==> src/rtl/uart_core.sv <==
// uart_core: full-duplex UART engine with a shared baud tick, configurable
// frame format, TX/RX FIFOs behind valid/ready handshakes and sticky error flags.
module uart_core #(
  parameter int DATA_BITS  = 8,
  parameter int FIFO_DEPTH = 16,
  parameter int DIV_WIDTH  = 16
) (
  input  logic                 i_Clock,
  input  logic                 i_reset,
  input  logic [DIV_WIDTH-1:0] i_divisor,
  input  logic [1:0]           i_parity_mode,
  input  logic                 i_two_stop,
  input  logic [DATA_BITS-1:0] i_tx_data,
  input  logic                 i_tx_valid,
  output logic                 o_tx_ready,
  output logic                 o_TX,
  output logic                 o_tx_busy,
  input  logic                 i_RX,
  output logic [DATA_BITS-1:0] o_rx_data,
  output logic                 o_rx_valid,
  input  logic                 i_rx_ready,
  output logic                 o_parity_err,
  output logic                 o_frame_err,
  output logic                 o_overrun,
  input  logic                 i_err_clear
);

  localparam int AW = (FIFO_DEPTH > 1) ? $clog2(FIFO_DEPTH) : 1;
  localparam logic [AW:0] FULL_COUNT = (AW+1)'(FIFO_DEPTH);
  localparam logic [2:0]  LAST_BIT   = 3'(DATA_BITS - 1);

  typedef enum logic [2:0] {
    TX_IDLE, TX_START, TX_DATA, TX_PARITY, TX_STOP
  } tx_state_t;

  typedef enum logic [2:0] {
    RX_IDLE, RX_START, RX_DATA, RX_PARITY, RX_STOP
  } rx_state_t;

  // ---------------------------------------------------------------------
  // Oversample tick generator
  // ---------------------------------------------------------------------
  logic [DIV_WIDTH-1:0] tick_cnt;
  logic                 tick;

  // A ">=" compare lets the counter recover at once if the divisor shrinks
  assign tick = (tick_cnt >= i_divisor);

  // Count 0..divisor and wrap, producing one tick per divisor+1 clocks
  always_ff @(posedge i_Clock or posedge i_reset) begin
    if (i_reset)   tick_cnt <= '0;
    else if (tick) tick_cnt <= '0;
    else           tick_cnt <= tick_cnt + DIV_WIDTH'(1);
  end

  // ---------------------------------------------------------------------
  // TX FIFO
  // ---------------------------------------------------------------------
  logic [DATA_BITS-1:0] tx_mem [FIFO_DEPTH];
  logic [AW-1:0]        tx_wr_ptr, tx_rd_ptr;
  logic [AW:0]          tx_count;
  logic                 tx_push, tx_pop;
  logic [DATA_BITS-1:0] tx_head;

  assign o_tx_ready = (tx_count != FULL_COUNT);
  assign tx_push    = i_tx_valid & o_tx_ready;
  assign tx_head    = tx_mem[tx_rd_ptr];

  // Storage array needs no reset; occupancy alone defines validity
  always_ff @(posedge i_Clock) begin
    if (tx_push) tx_mem[tx_wr_ptr] <= i_tx_data;
  end

  // Pointer and occupancy bookkeeping for the TX queue
  always_ff @(posedge i_Clock or posedge i_reset) begin
    if (i_reset) begin
      tx_wr_ptr <= '0;
      tx_rd_ptr <= '0;
      tx_count  <= '0;
    end else begin
      if (tx_push) tx_wr_ptr <= tx_wr_ptr + AW'(1);
      if (tx_pop)  tx_rd_ptr <= tx_rd_ptr + AW'(1);
      case ({tx_push, tx_pop})
        2'b10:   tx_count <= tx_count + (AW+1)'(1);
        2'b01:   tx_count <= tx_count - (AW+1)'(1);
        default: tx_count <= tx_count;
      endcase
    end
  end

  // ---------------------------------------------------------------------
  // TX framing FSM
  // ---------------------------------------------------------------------
  tx_state_t            tx_state;
  logic [4:0]           tx_sub;
  logic [2:0]           tx_bit;
  logic [DATA_BITS-1:0] tx_shift;
  logic                 tx_par_en, tx_par_bit, tx_two_stop, tx_line;
  logic [4:0]           tx_stop_last;
  logic                 tx_frame_end;

  assign tx_stop_last = tx_two_stop ? 5'd31 : 5'd15;
  assign tx_frame_end = tick && (tx_state == TX_STOP) && (tx_sub == tx_stop_last);
  assign tx_pop       = tick && (tx_count != '0) &&
                        ((tx_state == TX_IDLE) || tx_frame_end);

  assign o_TX      = tx_line;
  assign o_tx_busy = (tx_state != TX_IDLE);

  // Serialise frames; a pop latches the whole frame format so mid-frame
  // configuration changes only affect the next frame
  always_ff @(posedge i_Clock or posedge i_reset) begin
    if (i_reset) begin
      tx_state    <= TX_IDLE;
      tx_sub      <= '0;
      tx_bit      <= '0;
      tx_shift    <= '0;
      tx_par_en   <= 1'b0;
      tx_par_bit  <= 1'b0;
      tx_two_stop <= 1'b0;
      tx_line     <= 1'b1;
    end else if (tx_pop) begin
      tx_shift    <= tx_head;
      tx_par_en   <= ^i_parity_mode;
      tx_par_bit  <= (^tx_head) ^ i_parity_mode[1];
      tx_two_stop <= i_two_stop;
      tx_state    <= TX_START;
      tx_sub      <= '0;
      tx_line     <= 1'b0;
    end else if (tick) begin
      case (tx_state)
        TX_START: begin
          if (tx_sub == 5'd15) begin
            tx_state <= TX_DATA;
            tx_sub   <= '0;
            tx_bit   <= '0;
            tx_line  <= tx_shift[0];
          end else begin
            tx_sub <= tx_sub + 5'd1;
          end
        end
        TX_DATA: begin
          if (tx_sub == 5'd15) begin
            tx_sub <= '0;
            if (tx_bit == LAST_BIT) begin
              if (tx_par_en) begin
                tx_state <= TX_PARITY;
                tx_line  <= tx_par_bit;
              end else begin
                tx_state <= TX_STOP;
                tx_line  <= 1'b1;
              end
            end else begin
              tx_bit   <= tx_bit + 3'd1;
              tx_shift <= tx_shift >> 1;
              tx_line  <= tx_shift[1];
            end
          end else begin
            tx_sub <= tx_sub + 5'd1;
          end
        end
        TX_PARITY: begin
          if (tx_sub == 5'd15) begin
            tx_state <= TX_STOP;
            tx_sub   <= '0;
            tx_line  <= 1'b1;
          end else begin
            tx_sub <= tx_sub + 5'd1;
          end
        end
        TX_STOP: begin
          if (tx_sub == tx_stop_last) begin
            tx_state <= TX_IDLE;
            tx_sub   <= '0;
            tx_line  <= 1'b1;
          end else begin
            tx_sub <= tx_sub + 5'd1;
          end
        end
        default: tx_state <= TX_IDLE;
      endcase
    end
  end

  // ---------------------------------------------------------------------
  // RX synchroniser and framing FSM
  // ---------------------------------------------------------------------
  logic                 rx_meta, rx_sync;
  rx_state_t            rx_state;
  logic [3:0]           rx_sub;
  logic [2:0]           rx_bit;
  logic [DATA_BITS-1:0] rx_shift;
  logic                 rx_par_en, rx_odd;
  logic                 rx_push, parity_set, frame_set;

  // Two-flop synchroniser, idling at the line's mark level
  always_ff @(posedge i_Clock or posedge i_reset) begin
    if (i_reset) begin
      rx_meta <= 1'b1;
      rx_sync <= 1'b1;
    end else begin
      rx_meta <= i_RX;
      rx_sync <= rx_meta;
    end
  end

  assign rx_push    = tick && (rx_state == RX_STOP) && (rx_sub == 4'd15);
  assign frame_set  = rx_push && !rx_sync;
  assign parity_set = tick && (rx_state == RX_PARITY) && (rx_sub == 4'd15) &&
                      (rx_sync != ((^rx_shift) ^ rx_odd));

  // Find a start edge, confirm it mid-bit, then sample every 16 ticks
  always_ff @(posedge i_Clock or posedge i_reset) begin
    if (i_reset) begin
      rx_state  <= RX_IDLE;
      rx_sub    <= '0;
      rx_bit    <= '0;
      rx_shift  <= '0;
      rx_par_en <= 1'b0;
      rx_odd    <= 1'b0;
    end else if (tick) begin
      case (rx_state)
        RX_IDLE: begin
          if (!rx_sync) begin
            rx_state  <= RX_START;
            rx_sub    <= '0;
            rx_par_en <= ^i_parity_mode;
            rx_odd    <= i_parity_mode[1];
          end
        end
        RX_START: begin
          if (rx_sub == 4'd7) begin
            rx_sub <= '0;
            rx_bit <= '0;
            rx_state <= rx_sync ? RX_IDLE : RX_DATA;
          end else begin
            rx_sub <= rx_sub + 4'd1;
          end
        end
        RX_DATA: begin
          if (rx_sub == 4'd15) begin
            rx_sub   <= '0;
            rx_shift <= {rx_sync, rx_shift[DATA_BITS-1:1]};
            if (rx_bit == LAST_BIT) rx_state <= rx_par_en ? RX_PARITY : RX_STOP;
            else                    rx_bit   <= rx_bit + 3'd1;
          end else begin
            rx_sub <= rx_sub + 4'd1;
          end
        end
        RX_PARITY: begin
          if (rx_sub == 4'd15) begin
            rx_sub   <= '0;
            rx_state <= RX_STOP;
          end else begin
            rx_sub <= rx_sub + 4'd1;
          end
        end
        RX_STOP: begin
          if (rx_sub == 4'd15) begin
            rx_sub   <= '0;
            rx_state <= RX_IDLE;
          end else begin
            rx_sub <= rx_sub + 4'd1;
          end
        end
        default: rx_state <= RX_IDLE;
      endcase
    end
  end

  // ---------------------------------------------------------------------
  // RX FIFO (first-word fall-through)
  // ---------------------------------------------------------------------
  logic [DATA_BITS-1:0] rx_mem [FIFO_DEPTH];
  logic [AW-1:0]        rx_wr_ptr, rx_rd_ptr;
  logic [AW:0]          rx_count;
  logic                 rx_pop, rx_full, rx_accept, overrun_set;

  assign o_rx_valid  = (rx_count != '0);
  assign o_rx_data   = o_rx_valid ? rx_mem[rx_rd_ptr] : '0;
  assign rx_pop      = o_rx_valid & i_rx_ready;
  assign rx_full     = (rx_count == FULL_COUNT);
  assign rx_accept   = rx_push && (!rx_full || rx_pop);
  assign overrun_set = rx_push && rx_full && !rx_pop;

  // A full FIFO popped in the same cycle frees the slot being written
  always_ff @(posedge i_Clock) begin
    if (rx_accept) rx_mem[rx_wr_ptr] <= rx_shift;
  end

  // Pointer and occupancy bookkeeping for the RX queue
  always_ff @(posedge i_Clock or posedge i_reset) begin
    if (i_reset) begin
      rx_wr_ptr <= '0;
      rx_rd_ptr <= '0;
      rx_count  <= '0;
    end else begin
      if (rx_accept) rx_wr_ptr <= rx_wr_ptr + AW'(1);
      if (rx_pop)    rx_rd_ptr <= rx_rd_ptr + AW'(1);
      case ({rx_accept, rx_pop})
        2'b10:   rx_count <= rx_count + (AW+1)'(1);
        2'b01:   rx_count <= rx_count - (AW+1)'(1);
        default: rx_count <= rx_count;
      endcase
    end
  end

  // Sticky error flags; a new error outranks a simultaneous clear
  always_ff @(posedge i_Clock or posedge i_reset) begin
    if (i_reset) begin
      o_parity_err <= 1'b0;
      o_frame_err  <= 1'b0;
      o_overrun    <= 1'b0;
    end else begin
      if (parity_set)       o_parity_err <= 1'b1;
      else if (i_err_clear) o_parity_err <= 1'b0;
      if (frame_set)        o_frame_err  <= 1'b1;
      else if (i_err_clear) o_frame_err  <= 1'b0;
      if (overrun_set)      o_overrun    <= 1'b1;
      else if (i_err_clear) o_overrun    <= 1'b0;
    end
  end

endmodule

==> config.mk <==
export PLATFORM = sky130hd
export DESIGN_NAME = uart_core
export DESIGN_NICKNAME = d
export VERILOG_FILES = /design/src/rtl/uart_core.sv
export SDC_FILE = /design/constraint.sdc
export NUM_CORES = 1
export LEC_CHECK = 0
export CORE_MARGIN = 5
export CORE_UTILIZATION = 50
export CTS_CLUSTER_DIAMETER = 60
export DETAILED_ROUTE_END_ITERATION = 10
export GPL_TIMING_DRIVEN = 1
export PLACE_DENSITY = 0.67
export SKIP_CTS_REPAIR_TIMING = 1
export SYNTH_ARGS = -nofsm -noshare
export SYNTH_HDL_FRONTEND = slang
export SYNTH_SLANG_ARGS = --single-unit
export TNS_END_PERCENT = 1
==> constraint.sdc <==
create_clock -name i_Clock -period 5 [get_ports i_Clock]
set_input_delay 0.5 -clock i_Clock [delete_from_list [all_inputs] [get_ports i_Clock]]
set_output_delay 0.5 -clock i_Clock [all_outputs]
set_load 0.01 [all_outputs]
==> impl_metrics.tcl, run 1 <==
set metrics [dict create \
    final_cell_mix "256 x edfxtp_1, 83 x dfrtp_1, 64 x mux4_2" \
    areaGrowthSynthToFinish_pct 14.5 \
    wl_per_cell_um 19.7 \
    crit_end "tx_count[4]$_DFFE_PP0P_" \
    reg2reg_depth 18 \
    avgSynthCellArea_um2 15.8 \
    finalMaxSlewViolations 0 \
    grtUsageTotal 0.171 \
    drive_above_1_share 0.170 \
    status "finished, final reports clean" \
    p_leak_nw 6.30 \
    port_buffers 47 \
    cp_slowest_cell "clkdlybuf4s50_1" \
    slew_headroom 0.362 \
    worst-path-stages 20 \
    initial_core_util 0.508 \
    synthCells 954 \
    rows 63 \
    ys_seq_area_frac 0.659 \
    hold_path.class "reg2reg" \
    synth-edff-count 256 \
    clk_pin_slew_ns 0.06 \
    max_cap_viol_count 0 \
    max_freq_mhz 260 \
    coreArea_um2 29700 \
    worst_pin_slew_ns 0.953 \
    die-area_um2 33800 \
    routed_wirelength_um 28300 \
    drc 0 \
    hold_violations 0 \
    ir_worst_vdd_mv 0.353 \
    antenna_found_initial 0 \
    crit_family "compound AO/OA/AOI/OAI gates" \
    yosysWarnings 0 \
    die_w_um 184 \
    path_cells "clkdlybuf4s50_1 -> inv_1 -> ha_1 -> a21o_1 -> a21o_1 -> a21o_1 -> a21oi_1 -> o21ai_0 -> a31oi_2 -> nor2_1 -> buf_4 -> ha_1 -> xor2_1 -> ha_1 -> o21ai_0 -> a21oi_1 -> a21oi_1 -> xor2_1 -> nor2_1 -> xor2_1" \
    gp_congestion 0.792 \
    grt_max_degree 69 \
    rsz0062_at_grt "false" \
    worstSetupStartpointType "input pin" \
    clock_path_buffers 3 \
    rr_startpoint "tick_cnt[9]$_DFF_PP0_" \
    worst-r2r-setup-slack_ns 1.20 \
    critPathBufInv 3 \
    synthFlopType "edfxtp_1" \
    vias_per_cell 5.63 \
    firstDrtPassIters 4 \
    path_max_fanout 17 \
    cts_tree "built" \
    critical_path.max_stage_delay_ns 0.45 \
    async_flop_share 0.260 \
    ys_types 59 \
    end_kind "register" \
    cp.required_ns 5.39 \
    power.density_nw_per_um2 511 \
    final_common_cell "edfxtp_1" \
    grt_overflow 0 \
    place_hpwl_um 18100 \
    io_pins 48 \
    cts.sinks 346 \
    setup_viol 0 \
    design_area_um2 17300 \
    fin_setup_tns_ns 0 \
    num_vias 8095 \
    fin_nets 1095 \
    rr_endpoint "tx_count[4]$_DFFE_PP0P_" \
    die_h_um 184 \
    diodes 0 \
    grt_pass1_vias 8256 \
    drt_iter0_drc 512 \
    cts_root_buf "clkbuf_16" \
    fin_crit_sh 0.769 \
    syn_area_um2 15100 \
    worst_clock_skew_ns 0.0168 \
    cts_made_buffers 38 \
    ant_nets 0 \
    ys_ff_latch 346 \
    final-instance-count-excl-fill 1438 \
    path_class "in2reg" \
    cp-startpoint "i_divisor[9]" \
    grt_pass1_wl_um 45800 \
    fin_crit_ns 3.84 \
    syn-num-nets 1030 \
    worst_ep_arrival_time_ns 4.23 \
    place_inst 1369 \
    placed_area_um2 16000 \
    h-tree-depth 2 \
    clk_latency_ns 0.51 \
]
## report_power, final
group	switching (mW)	total, mW	internal, mW	leakage [nW]
logic	0.992	2.17	1.18	2.24
registers	0.518	3.93	3.41	3.48
clock network	1.10	2.73	1.63	0.586
total	2.61	8.83	6.22	6.30
## synthesized netlist by cell type (14+ instances only)
master | number | area (µm²)
ha_1 | 42 | 526
dfrtp_1 | 87 | 2180
xnor2_1 | 33 | 289
mux2_2 | 18 | 203
clkbuf_1 | 27 | 101
a21oi_1 | 24 | 120
xor2_1 | 22 | 193
mux4_2 | 64 | 1440
nor2_1 | 59 | 221
edfxtp_1 | 256 | 7690
nand2_1 | 52 | 195
nand3_1 | 14 | 70.1
o21ai_0 | 33 | 165
inv_1 | 47 | 176
## routing by layer
layer | part of all wire | global-route usage | vias up | wire length, µm
li1 | - | - | 3783 | -
met1 | 0.45 | 0.242 | 4127 | 12700
met2 | 0.50 | 0.286 | 151 | 14100
met3 | 0.040 | 0.0265 | 34 | 1120
met4 | 0.014 | 0.0364 | 0 | 395
met5 | 0 | 0 | - | 0
## worst register-to-register path, delay by kind of cell, from the launching register on
family	cells	cell delay, ns
DFF	1	0.43
and+or+nand+nor	2	0.14
adders and majority gates	3	0.86
buffers and inverters	1	0.21
xor gates and xnor gates	3	0.48
AOI/OAI and AO/OA	9	1.55
## per-stage QoR
| stage | setup slack (ns) | util | total power, mW | hold WS (ns) |
|---|---|---|---|---|
| 3_5_place_dp | 0.664 | 0.540 | 6.19 | 0.356 |
| 2_1_floorplan | 1.13 | - | 5.59 | 0.345 |
| 6_report | 1.16 | 0.582 | 8.83 | 0.382 |
| 5_1_grt | 0.885 | 0.582 | 9.33 | 0.390 |
| 4_1_cts | 1.17 | 0.582 | 8.94 | 0.381 |
| 3_3_place_gp | 0.801 | 0.540 | 6.15 | 0.353 |
## cells by family (layout without fill, tap and decap cells)
logic type,Yosys count,after routing,synth area share
compound gates,110,110,0.0453
flops,346,346,0.659
buf+inv,89,183,0.0243
xor+xnor,56,56,0.0330
mux,96,96,0.130
fa+ha+maj,43,43,0.0362
simple gates,214,214,0.0719
## layout make-up
class | instances | area [µm²]
Tap cell | 390 | 488
Clock buffer | 49 | 1030
Timing Repair Buffer | 67 | 621
Sequential cell | 346 | 9950
Multi-Input combinational cell | 519 | 4810
Clock inverter | 20 | 203
Inverter | 47 | 179
Fill cell | 2243 | 12400
## state kept, by name, summed over array words and instances, names as in the netlist, 3 cells and up
| name | cells |
|---|---|
| tick_cnt | 16 |
| rx_count | 5 |
| tx_state | 3 |
| rx_shift | 8 |
| rx_sub | 4 |
| rx_bit | 3 |
| tx_sub | 5 |
| rx_rd_ptr | 4 |
| rx_mem | 128 |
| tx_rd_ptr | 4 |
| rx_state | 3 |
| tx_count | 5 |
| tx_bit | 3 |
| tx_wr_ptr | 4 |
| rx_wr_ptr | 4 |
| tx_shift | 8 |
| tx_mem | 128 |
## worst min path at each step
stage | startpoint | end | slack (ns) | cells past startpoint
after floorplan | rx_meta$_DFF_PP1_ | rx_sync$_DFF_PP1_ | 0.35 | 0
after global placement | rx_meta$_DFF_PP1_ | rx_sync$_DFF_PP1_ | 0.35 | 0
after detailed placement | rx_meta$_DFF_PP1_ | rx_sync$_DFF_PP1_ | 0.36 | 0
after CTS | i_RX | rx_meta$_DFF_PP1_ | 0.38 | 1
after global routing | i_RX | rx_meta$_DFF_PP1_ | 0.39 | 1
final | rx_meta$_DFF_PP1_ | rx_sync$_DFF_PP1_ | 0.38 | 0
Note: power is estimated with default switching activity, not from simulation.
==> run 2: changes to the inputs <==
Settings changed: PLACE_DENSITY 0.67 to 0.7.
Clock period 5 ns to 3.1 ns, I/O delays scaled along.
==> run 2 against run 1 <==
Final cell count rose by 3.5%. Clock skew rose by 0.0019 ns. Power rose by 65%. Core utilization rose by 2.0 points. Die area did not move. Largest power group unchanged. Clock-buffer cell count fell by 1. Combinational power rose by 91%. Sequential cell count did not move. Clock power rose by 59%. Via count rose by 2.2%.
==> impl_metrics.tcl, run 2 (synthesis results as in run 1) <==
set metrics [dict create \
    status "finished, final reports clean" \
    vias_per_cell 5.55 \
    die-area_um2 33800 \
    grt_pass1_vias 8547 \
    wl_per_cell_um 19.1 \
    coreArea_um2 29700 \
    worst-r2r-setup-slack_ns 0.06 \
    p_leak_nw 6.71 \
    io_pins 48 \
    cts_tree "built" \
    final_cell_mix "256 x edfxtp_1, 85 x dfrtp_1, 64 x mux4_2" \
    worst_clock_skew_ns 0.0187 \
    antenna_found_initial 0 \
    clk_pin_slew_ns 0.06 \
    drt_iter0_drc 625 \
    max_cap_viol_count 0 \
    cp.required_ns 3.50 \
    num_vias 8270 \
    place_hpwl_um 18500 \
    final_common_cell "edfxtp_1" \
    path_max_fanout 3 \
    rr_startpoint "tick_cnt[9]$_DFF_PP0_" \
    rows 63 \
    worst_ep_arrival_time_ns 3.45 \
    grt_max_degree 53 \
    worst_pin_slew_ns 0.661 \
    fin_nets 1147 \
    diodes 0 \
    holdCritStartpoint "i_RX" \
    regArea_um2 9950 \
    setup_viol 0 \
    grtUsageTotal 0.172 \
    routed_wirelength_um 28500 \
    n_fill_cell 2186 \
    grt_overflow 0 \
    slew_headroom 0.555 \
    path_class "reg2reg" \
    rsz0062_at_grt "true" \
    cts_made_buffers 37 \
    die_h_um 184 \
    h-tree-depth 2 \
    hold_path.class "in2reg" \
    firstDrtPassIters 5 \
    worstSetupStartpointType "register" \
    end_kind "register" \
    max_freq_mhz 329 \
    clock_path_buffers 3 \
    hold_violations 0 \
    fin_crit_sh 0.982 \
    grt_pass1_wl_um 46300 \
    cp-startpoint "tick_cnt[9]$_DFF_PP0_" \
    cts.sinks 346 \
    port_buffers 47 \
    initial_core_util 0.508 \
    finalMaxSlewViolations 0 \
    place_inst 1419 \
    power.density_nw_per_um2 815 \
    fin_crit_ns 3.04 \
    multi_input_area_um2 4880 \
    total_power_mw 14.6 \
    areaGrowthSynthToFinish_pct 18.5 \
    ant_nets 0 \
    final-instance-count-excl-fill 1489 \
    gp_congestion 0.792 \
    reg_top3 "rx_mem: 128 flops, tx_mem: 128 flops, tick_cnt: 16 flops" \
    cts_root_buf "clkbuf_16" \
    drive_above_1_share 0.213 \
    ir_worst_vdd_mv 0.487 \
    drc 0 \
    clk_latency_ns 0.52 \
    die_w_um 184 \
]
==> run 2: per-stage QoR <==
stage	cell area, µm²	TNS [ns]	setup slack, ns	hold WS, ns	util
after global placement	16500	-7.70	-0.429	0.364	0.557
after CTS	17800	-0.965	-0.146	0.190	0.597
after detailed placement	16500	-13.88	-0.431	0.362	0.557
after global routing	17900	-0.105	-0.0956	0.199	0.602
after floorplan	15100	-7.77	-0.243	0.314	-
final	17900	0	0.0567	0.203	0.602
==> run 2: final timing paths <==
check | end | depth (start not counted)
max | tx_count[4]$_DFFE_PP0P_ | 18
min | rx_meta$_DFF_PP1_ | 1
max reg2reg | tx_count[4]$_DFFE_PP0P_ | 18
min reg2reg | rx_sync$_DFF_PP1_ | 0
max in group asynchronous | rx_sync$_DFF_PP1_ | 3
min in group asynchronous | tx_count[1]$_DFFE_PP0P_ | 2
==> run 2: where the power goes <==
part,switching (mW),leakage (nW),internal (mW)
registers,0.565,3.48,5.50
logic,1.97,2.64,2.18
clock network,1.78,0.586,2.57
total,4.32,6.71,10.3
==> run 2: final cells by class <==
| class | count | share of cell area |
|---|---|---|
| timing repair buffer | 120 | 0.0659 |
| sequential | 346 | 0.556 |
| tap | 390 | 0.0273 |
| inverter | 47 | 0.0100 |
| clock inverter | 19 | 0.0113 |
| clock buffer | 48 | 0.0564 |
| multi-input combinational | 519 | 0.273 |
==> run 2: worst max-delay path, stage by stage (launching register included) <==
cell	delay (ns)
dfrtp_1	0.41
ha_4	0.22
a21o_1	0.14
a21o_1	0.17
a21o_1	0.18
a21oi_2	0.13
o21ai_2	0.08
a31oi_4	0.19
buf_6	0.14
nor2_4	0.04
ha_4	0.15
xor2_1	0.14
ha_2	0.21
a21oi_2	0.13
a21oi_1	0.05
a21oi_1	0.17
xor2_1	0.16
nor2_1	0.07
xor2_1	0.13
==> run 2: per-layer routing <==
layer | share of wire | global-route usage
met4 | 0.016 | 0.0387
met1 | 0.43 | 0.240
met5 | 0 | 0
met2 | 0.51 | 0.292
met3 | 0.041 | 0.0245
==> run 3: changes to the inputs <==
Settings changed: CORE_UTILIZATION 50 to 55, PLACE_DENSITY 0.7 to 0.75.
==> run 3 against run 2 <==
Core utilization is 6.4 points higher. Sequential power about the same. Sequential share of layout area shrank 0.15 points. Critical path type unchanged. Largest power group unchanged.
==> impl_metrics.tcl, run 3 (synthesis results as in run 1) <==
set metrics [dict create \
    status "finished, final reports clean" \
    ir_worst_vdd_mv 0.553 \
    cts_made_buffers 39 \
    antenna_found_initial 0 \
    die-area_um2 30800 \
    path_class "reg2reg" \
    final_cell_mix "256 x edfxtp_1, 85 x dfrtp_1, 69 x buf_4" \
    initial_core_util 0.560 \
    p_int_mw 10.3 \
    cp_slowest_cell "dfrtp_1" \
    p_comb_frac 0.288 \
    rows 60 \
    slew_headroom 0.569 \
    worst_clock_skew_ns 0.0168 \
    path_max_fanout 3 \
    grtUsageTotal 0.190 \
    grt_max_degree 40 \
    vias_per_cell 5.77 \
    hold_violations 0 \
    clk_pin_slew_ns 0.06 \
    areaGrowthSynthToFinish_pct 18.8 \
    final_common_cell "edfxtp_1" \
    routed_wirelength_um 28900 \
    path_cells "ha_4 -> a21o_1 -> a21o_1 -> a21o_1 -> a21oi_2 -> o21ai_2 -> a31oi_4 -> buf_6 -> nor2_4 -> ha_4 -> xor2_1 -> ha_2 -> a21oi_2 -> a21oi_2 -> a21oi_2 -> xor2_1 -> nor2_1 -> xor2_1" \
    crit_top_cell "a21oi_2" \
    diodes 0 \
    cts_root_buf "clkbuf_16" \
    reg_top3 "rx_mem: 128 flops, tx_mem: 128 flops, tick_cnt: 16 flops" \
    fin_nets 1157 \
    die_w_um 176 \
    critical_path.max_stage_delay_ns 0.41 \
    rsz0062_at_grt "true" \
    cp.required_ns 3.50 \
    fin_crit_sh 0.979 \
    p_sw_frac 0.296 \
    end_kind "register" \
    wl_per_cell_um 19.9 \
    grt_pass1_vias 8649 \
    power_switching_mw 4.33 \
    reg2reg_depth 18 \
    rr_startpoint "tick_cnt[9]$_DFF_PP0_" \
    h-tree-depth 2 \
    max_cap_viol_count 0 \
    num_vias 8390 \
    setup_slack_ns 0.0637 \
    crit_end "tx_count[4]$_DFFE_PP0P_" \
    setup_viol 0 \
    worst-r2r-setup-slack_ns 0.06 \
    whs_ns 0.190 \
    gp_congestion 0.772 \
    worst_pin_slew_ns 0.644 \
    preCtsSetupSlack_ns -0.593 \
    p_leak_nw 6.76 \
    power.density_nw_per_um2 816 \
    fin_crit_ns 3.04 \
    p_seq_frac 0.415 \
    clock_path_buffers 3 \
    place_inst 1375 \
    die_h_um 176 \
    worst_ep_arrival_time_ns 3.44 \
    power_frac_clock 0.297 \
    total_power_mw 14.6 \
    drive_above_1_share 0.225 \
    port_buffers 47 \
    grt_pass1_wl_um 46800 \
    coreArea_um2 27000 \
    cts.sinks 346 \
    ant_nets 0 \
    max_freq_mhz 329 \
    worstSetupStartpointType "register" \
    clk_latency_ns 0.52 \
    firstDrtPassIters 7 \
    grt_overflow 0 \
    drc 0 \
    rr_endpoint "tx_count[4]$_DFFE_PP0P_" \
    drt_iter0_drc 555 \
    finalMaxSlewViolations 0 \
    cts_tree "built" \
    final-instance-count-excl-fill 1453 \
    cp-startpoint "tick_cnt[9]$_DFF_PP0_" \
    place_hpwl_um 18800 \
    hold_path.class "in2async" \
    io_pins 48 \
]
==> run 3: cell count changes in the layout (fill, tap and decap cells not counted), moves of 2 or more <==
cell,previous run,this run
a21oi_1,22,19
buf_4,62,69
clkbuf_1,8,12
clkbuf_8,2,4
buf_12,8,11
a21oi_2,2,5
o21ai_1,1,3
bufinv_16,3,1
o21ai_0,29,27
==> run 3: worst min path at each step <==
stage	startpoint	endpoint	slack [ns]	depth (start not counted)
floorplan	i_RX	rx_meta$_DFF_PP1_	0.31	0
global placement	rx_meta$_DFF_PP1_	rx_sync$_DFF_PP1_	0.36	0
detailed placement	rx_meta$_DFF_PP1_	rx_sync$_DFF_PP1_	0.36	0
CTS	i_RX	rx_meta$_DFF_PP1_	0.19	1
global route	i_RX	rx_meta$_DFF_PP1_	0.20	1
finish	i_reset	tick_cnt[3]$_DFF_PP0_	0.19	2
==> run 3: routing by layer <==
| layer | GRT usage | wire length (µm) |
|---|---|---|
| met1 | 0.255 | 12300 |
| met2 | 0.327 | 14500 |
| met3 | 0.0316 | 1370 |
| met4 | 0.0497 | 684 |
| met5 | 0 | 0 |
==> run 3: final cells by class <==
class / count / area, µm²
clock inverter: 16 / 126
clock buffer: 56 / 1100
multi-input combinational: 519 / 4910
tap: 341 / 427
fill: 1833 / 9030
timing repair buffer: 128 / 1240
sequential: 346 / 9950
inverter: 47 / 179
==> run 3: stage by stage <==
step,area [µm²],util,setup TNS (ns)
floorplan,15100,-,-7.77
global placement,16600,0.614,-3.09
detailed placement,16600,0.614,-4.00
CTS,17800,0.660,-1.63
global route,17900,0.665,-0.210
finish,17900,0.665,0
==> run 3: critical path: cells and delay by family (launching register included) <==
| kind | cells | cell delay (ns) |
|---|---|---|
| adder cells (fa/ha/maj) | 3 | 0.60 |
| flip-flops | 1 | 0.41 |
| buffers and inverters | 1 | 0.14 |
| AND/OR/NAND/NOR | 2 | 0.10 |
| AO/OA/AOI/OAI | 9 | 1.26 |
| XOR/XNOR | 3 | 0.42 |
==> run 3: power groups by stage <==
stage | Clock, mW | Sequential, mW | Combinational (mW)
after detailed placement | 0 | 6.16 | 4.17
after floorplan | 0 | 5.82 | 3.20
final | 4.34 | 6.07 | 4.22
after global placement | 0 | 6.14 | 4.07
after CTS | 4.45 | 6.08 | 4.19
after global routing | 4.67 | 6.16 | 4.64
